===== src/rtl/ascii_dec2bin.sv =====
// ASCII decimal-to-binary converter: collects decimal digits into a BCD register,
// then converts BCD to binary with one reverse double-dabble iteration per cycle.
module ascii_dec2bin #(
    parameter int DATA_WIDTH = 16,
    parameter int DIGITS     = 5
) (
    input  logic                  clk,
    input  logic                  rst_n,
    input  logic                  rx_valid,
    input  logic [7:0]            rx_data,
    output logic                  rx_ready,
    output logic [DATA_WIDTH-1:0] data_out,
    output logic                  data_valid,
    output logic                  overflow,
    output logic                  fmt_err,
    output logic                  busy
);

    localparam int BCD_W  = 4 * DIGITS;
    localparam int BIN_W  = DATA_WIDTH + 1;
    localparam int CNT_W  = $clog2(DIGITS + 1);
    localparam int ITER_W = $clog2(DATA_WIDTH + 2);

    typedef enum logic [1:0] {
        COLLECT = 2'd0,
        CONVERT = 2'd1,
        DONE    = 2'd2
    } state_t;

    state_t            state;
    logic [BCD_W-1:0]  bcd;
    logic [BIN_W-1:0]  bin;
    logic [CNT_W-1:0]  count;
    logic [ITER_W-1:0] iter;
    logic              seen_digit;
    logic              too_many;
    logic              bad_char;

    logic              accept;
    logic              is_digit;
    logic              is_term;
    logic              leading_zero;
    logic              ovf_now;

    logic [BCD_W+BIN_W-1:0] shifted;
    logic [BCD_W-1:0]       bcd_nx;
    logic [BIN_W-1:0]       bin_nx;

    assign rx_ready     = (state == COLLECT);
    assign busy         = (state != COLLECT);
    assign accept       = rx_valid && rx_ready;
    assign is_digit     = (rx_data >= 8'h30) && (rx_data <= 8'h39);
    assign is_term      = (rx_data == 8'h0D) || (rx_data == 8'h0A) || (rx_data == 8'h20);
    assign leading_zero = (bcd == '0) && (rx_data[3:0] == 4'd0);
    assign ovf_now      = too_many || bin[DATA_WIDTH];

    // One reverse double-dabble step: shift right, then pull every nibble >= 8 down by 3.
    always_comb begin
        shifted = {bcd, bin} >> 1;
        bcd_nx  = shifted[BCD_W+BIN_W-1 -: BCD_W];
        bin_nx  = shifted[BIN_W-1:0];
        for (int i = 0; i < DIGITS; i++) begin
            if (bcd_nx[4*i +: 4] >= 4'd8)
                bcd_nx[4*i +: 4] = bcd_nx[4*i +: 4] - 4'd3;
        end
    end

    // NOTE: all state below is updated with non-blocking assignments so every
    // register samples pre-edge values, independent of statement order.
    always_ff @(posedge clk or negedge rst_n) begin
        if (!rst_n) begin
            state      <= COLLECT;
            bcd        <= '0;
            bin        <= '0;
            count      <= '0;
            iter       <= '0;
            seen_digit <= 1'b0;
            too_many   <= 1'b0;
            bad_char   <= 1'b0;
            data_out   <= '0;
            data_valid <= 1'b0;
            overflow   <= 1'b0;
            fmt_err    <= 1'b0;
        end else begin
            data_valid <= 1'b0;
            case (state)
                COLLECT: begin
                    if (accept) begin
                        if (is_digit) begin
                            seen_digit <= 1'b1;
                            if (!leading_zero) begin
                                if (count == CNT_W'(DIGITS)) begin
                                    too_many <= 1'b1;
                                end else begin
                                    bcd   <= (bcd << 4) | BCD_W'(rx_data[3:0]);
                                    count <= count + 1'b1;
                                end
                            end
                        end else if (is_term) begin
                            // Empty terminators with nothing to report are swallowed.
                            if (seen_digit || too_many || bad_char) begin
                                state <= CONVERT;
                                iter  <= '0;
                                bin   <= '0;
                            end
                        end else begin
                            bad_char <= 1'b1;
                        end
                    end
                end

                CONVERT: begin
                    bcd <= bcd_nx;
                    bin <= bin_nx;
                    if (iter == ITER_W'(DATA_WIDTH)) begin
                        state <= DONE;
                    end else begin
                        iter <= iter + 1'b1;
                    end
                end

                DONE: begin
                    data_valid <= 1'b1;
                    fmt_err    <= bad_char;
                    overflow   <= ovf_now;
                    if (bad_char)
                        data_out <= '0;
                    else if (ovf_now)
                        data_out <= '1;
                    else
                        data_out <= bin[DATA_WIDTH-1:0];
                    bcd        <= '0;
                    count      <= '0;
                    seen_digit <= 1'b0;
                    too_many   <= 1'b0;
                    bad_char   <= 1'b0;
                    state      <= COLLECT;
                end

                default: state <= COLLECT;
            endcase
        end
    end

endmodule


===== config.mk =====
export PLATFORM = sky130hd
export DESIGN_NAME = ascii_dec2bin
export DESIGN_NICKNAME = d
export VERILOG_FILES = /design/src/rtl/ascii_dec2bin.sv
export SDC_FILE = /design/constraint.sdc
export NUM_CORES = 1
export LEC_CHECK = 0
export BUFFER_PORTS_ARGS = -buffer_cell sky130_fd_sc_hd__buf_4
export CORE_ASPECT_RATIO = 1.2
export CORE_UTILIZATION = 58
export CTS_BUF_LIST = sky130_fd_sc_hd__clkbuf_2 sky130_fd_sc_hd__clkbuf_4 sky130_fd_sc_hd__clkbuf_8
export CTS_CLUSTER_DIAMETER = 200
export DETAILED_ROUTE_END_ITERATION = 16
export PLACE_DENSITY = 0.75
export RECOVER_POWER = 25
export SLEW_MARGIN = 40
export SYNTH_ARGS = -nofsm -noshare
export SYNTH_HDL_FRONTEND = slang
export SYNTH_SLANG_ARGS = --single-unit

===== constraint.sdc =====
create_clock -name clk -period 2.2 [get_ports clk]
set_input_delay 0.66 -clock clk [delete_from_list [all_inputs] [get_ports clk]]
set_output_delay 0.66 -clock clk [all_outputs]
set_load 0.005 [all_outputs]

# After elaboration in Yosys (flattened, before gate mapping)
# Cells that the tools add are included.
# op_classes
order_cmp	7
n_eq_ne	18
n_reduce_logical	23
n_addsub	7
n_mux	47
n_bitwise	1
# ops
op	count
$mux 20	4
$mux 17	4
$pmux 20 s3	1
$pmux 17 s2	1
$mux 16	2
$mux 5	5
$reduce_and 5->1	5
$logic_not 20->1	1
$mux 4	5
$or 20x4->20	1
$eq 8x4->1 const B	2
$ge 4x4->1 const B	4
$sub 4x2->4 const B	4
$mux 3	4
$ne 2x2->1 const B	6
$mux 1	10
$mux 2	5
$ne 2x1->1 const B	5
$pmux 5 s2	1
$eq 8x6->1 const B	1
$ge 8x6->1 const B	1
$le 8x6->1 const B	1
$pmux 1 s2	3
$pmux 3 s2	1
18 further kinds	26
# word_totals
wordCells	115
out_inout_bits	21
reg_bits	69
in_bits	11

# Logic depth before layout (Yosys ltp)
# depth
word_depth	7
depth_mapped	9
depth_no_buf	7

# Worst setup path before layout
# No wires, ideal clock.
# synth_timing
path_type	input to register
start	input rx_data[6]
end	register count[2]
path_buffers	0
cell_stages	5
path_slack_ns	0.166
t_arrival_ns	1.908
setup_time_ns	0.126
path_cell_list	and4bb_2 and2_2 nand3_1 a221o_1 a221o_1
# synth_between
elab_chain_cells	4
elab_cells_between_ends	5
# synth_rtl
item	line	source
start: declaration	10	input logic [7:0] rx_data,
$ge 8x6->1 / $le 8x6->1 (equally long branches)	52	assign is_digit = (rx_data >= 8'h30) && (rx_data <= 8'h39);
$logic_and 1x1->1 (*)	52	
$ne 2x1->1 (no source line) (*)	n/a	
$reduce_and 5->1 (no source line) (*)	n/a	
end signal: assignment	96	count <= count + 1'b1;
end: declaration	33	logic [CNT_W-1:0] count;
# Mark *: on every way between the ends. The rest lies on a longest branch, timed or not.
# A chain may end at the register's enable or synchronous reset.

# Final worst setup path
# layout_timing
start	register state[0]
end	output busy
# layout_between
elab_chain_cells	1
# layout_rtl
item	line	source
start: declaration	30	state_t state;
start signal: assignment	72	state <= COLLECT;
start signal: assignment	102	state <= CONVERT;
start signal: assignment	116	state <= DONE;
$reduce_bool 2->1	50	assign busy = (state != COLLECT);
end: declaration	16	output logic busy
# No other way between the ends.

==> flow_summary.ini <==
[layout]
nets = 438
post-route-util_pct = 72.3
drive_gt1_share_pct = 24.5
fill_cells = 460
area_delta_synth_final_pct = 19.6
n_antenna_cell = 0

[pwr]
swShare_pct = 37.5
vdd_drop_max_uv = 680
pwr-share-clk_pct = 20.8
power.leakage_nw = 2.22
pwr-share-comb_pct = 44.4
p_per_area_mw_per_mm2 = 1260
p_switching_mw = 2.07
p_total_mw = 5.51
p_int_mw = 3.44
seqPwrFrac_pct = 34.8

[logic_synthesis]
yosysTopAreaCell = dfrtp_1
avgSynthCellArea_um2 = 10.1
synth_area_leaders = dfrtp_1 47%, mux2_2 5.5%, ha_1 5.5%
synth_top_area_share_pct = 47.2
synth_fp_nets = 388
synth_edf_count = 0
synth_area_mm2 = 0.00366
synthCells = 361
dominantRegCellSynth = dfrtp_1
yosysWarnings = 0
async_flop_share_pct = 100
ys_ff_latch = 69
ys_types = 53
synth.yosys.seq_area_share_pct = 47.2

[timing]
setup_tns_ps = 0
clock_skew_ps = 10.8
setup_viol = 0
tightestPinTransition_ps = 921
final_hold_viol_count = 0
finalMaxSlewViolations = 0
rsz0062_at_grt = no
relSlewSlack_pct = 38.6
hold_slack_ps = 448
post-route-period-util_pct = 94.2
finalCriticalPeriod_ps = 2070
clock.fmax_mhz = 483

[grt]
grt_pass1_wl_um = 13100
grt_overflow = 0
antenna_found_initial = 0
grt_start_max_net_pins = 38
grt_usage_pct = 25.8
grt_pass1_vias = 2820

[floorplanning]
core_mm2 = 0.00605
start_util_pct = 60.5
die_h_um = 89.0
die_area_mm2 = 0.00663
fp.dieW_um = 74.5
num_rows = 31
ioPinCount = 32

[clock_tree]
clock_latency_ps = 340
postCtsHoldBufs = 0
cts_buffers = 9
cts_tree = built
path_clk_slew_ps = 70
clk_path_buf_depth = 2
htreeDepth = 3
clkSinkCount = 69
cts-root-buf = clkbuf_8

[route]
highest_layer = met4
dr_wl_met3_um = 256
wl_um = 7970
post_drt_wl_per_cell_um = 16.0
drcViolationCount = 0
first_pass_iters = 4
vias = 2946
wl_met2_um = 4040
drt_iter0_drc = 217
wl_met1_um = 3540
vias_per_cell = 5.92
final_antenna_net_count = 0

[placed_design]
globalplace.congestion = 0.812
io_buffer_count = 31
dp_hpwl_um = 5550

[worst_setup_path]
critPathLaunchType = flop
required_ps = 1540
worstPathMaxFanout = 10
worstSetupEndpointType = primary output
arrival_ps = 1410
reg2reg_depth = 7
critPathKind = flop to primary output

[job]
max_cap_viol_count = 0

[run_status]
outcome = finished clean

[worst_hold_path]
hold_class = input pin to asynchronous set/reset pin
area by class of cell:
class	count	area [um^2]	share of cell area (%)
Tap cell	82	103	2.34
Multi-Input combinational cell	247	1750	39.9
Inverter	24	90.1	2.06
Clock buffer	9	124	2.83
Sequential cell	69	1730	39.5
Timing Repair Buffer	60	487	11.1
Clock inverter	7	98.8	2.26
flip-flops by register name (all words and copies together) (netlist names):
register and count:
too_many 1, iter 5, state 2, bcd 20, data_valid 1, bad_char 1
seen_digit 1, overflow 1, count 3, data_out 16, bin 17, fmt_err 1
layout by cell type, fill, tap and decap left out, types with 4 or more instances in the layout:
| cell type | Yosys | final |
|---|---|---|
| buf_4 | 1 | 54 |
| a21oi_1 | 24 | 24 |
| dfrtp_1 | 69 | 69 |
| ha_1 | 16 | 16 |
| o21ai_0 | 14 | 14 |
| mux2_2 | 18 | 18 |
| o22ai_1 | 8 | 8 |
| nand2_1 | 23 | 23 |
| xnor2_1 | 5 | 5 |
| a221oi_1 | 7 | 7 |
| o22a_1 | 5 | 5 |
| and3_1 | 5 | 5 |
| nand3_1 | 6 | 6 |
| inv_1 | 23 | 23 |
| mux2i_1 | 4 | 4 |
| a22o_1 | 17 | 17 |
| nor4_1 | 4 | 4 |
| nor2b_1 | 6 | 6 |
| nor2_1 | 37 | 37 |
| a221o_1 | 5 | 5 |
| clkbuf_8 | 0 | 9 |
| nor3b_1 | 4 | 4 |
power by group through the flow:
stage	clock (mW)	combinational (mW)	sequential (mW)
floorplan	0	1.55	1.86
global placement	0	2.26	1.92
detailed placement	0	2.35	1.93
CTS	1.16	2.35	1.91
global route	1.21	2.69	1.96
finish	1.15	2.44	1.92
synthesized netlist by cell type (all sizes together) (2+ instances only):
cell type	instances
a211o	2
a21o	2
a21oi	24
a221o	5
a221oi	7
a22o	17
and2	3
and3	5
buf	7
clkbuf	14
dfrtp	69
ha	16
inv	23
mux2	18
mux2i	4
nand2	23
nand2b	2
nand3	6
nand4	2
nor2	37
nor2b	6
nor3	2
nor3b	4
nor4	4
nor4b	4
o211a	2
o21ai	15
o22a	5
o22ai	8
xnor2	5
xor2	3
worst max-delay path: stages, from the launching register on:
cell and delay, ps:
dfrtp_1 390, inv_1 90, ha_1 220, buf_6 140, inv_1 100, buf_4 130
routing by layer:
metal	global-route usage [%]	vias to the layer above
li1	-	1404
met1	32.4	1453
met2	44.1	77
met5	0	-
met4	12.5	0
met3	2.93	12
path summary, 6_finish.rpt:
kind,from,endpoint,slack (ps)
min in group clk,data_out[3],data_out[3],510
hold reg to reg,data_out[3],data_out[3],510
setup / recovery,state[0],busy,130
hold / removal,rst_n,iter[3],450
setup reg to reg,bcd[10],bcd[2],210
max in group asynchronous,rst_n,bcd[0],600
stage by stage:
step                instances  cell area (um^2)  setup WS (ps)
CTS                       493              4350           21.4
detailed placement        477              4130          -17.6
global route              498              4380           56.2
finish                    498              4380            128
global placement          477              4130          -2.54
floorplan                 361              3660            166
logic make-up (layout without fill, tap and decap cells):
family	count (synthesis)	after routing	synth area share [%]
adders and majority gates	16	16	5.47
muxes	22	22	6.63
xor gates and xnor gates	8	8	1.91
DFF	69	69	47.2
buffers and inverters	45	100	5.09
AOI/OAI and AO/OA	98	98	19.4
and+or+nand+nor	103	103	14.4
repair_timing:
action / 4_1_cts / 5_1_grt
gates resized for setup: 0 / 1
buffers inserted: 0 / 5
endpoints found under the setup margin: 0 / 1
(Power assumes the default switching activity.)
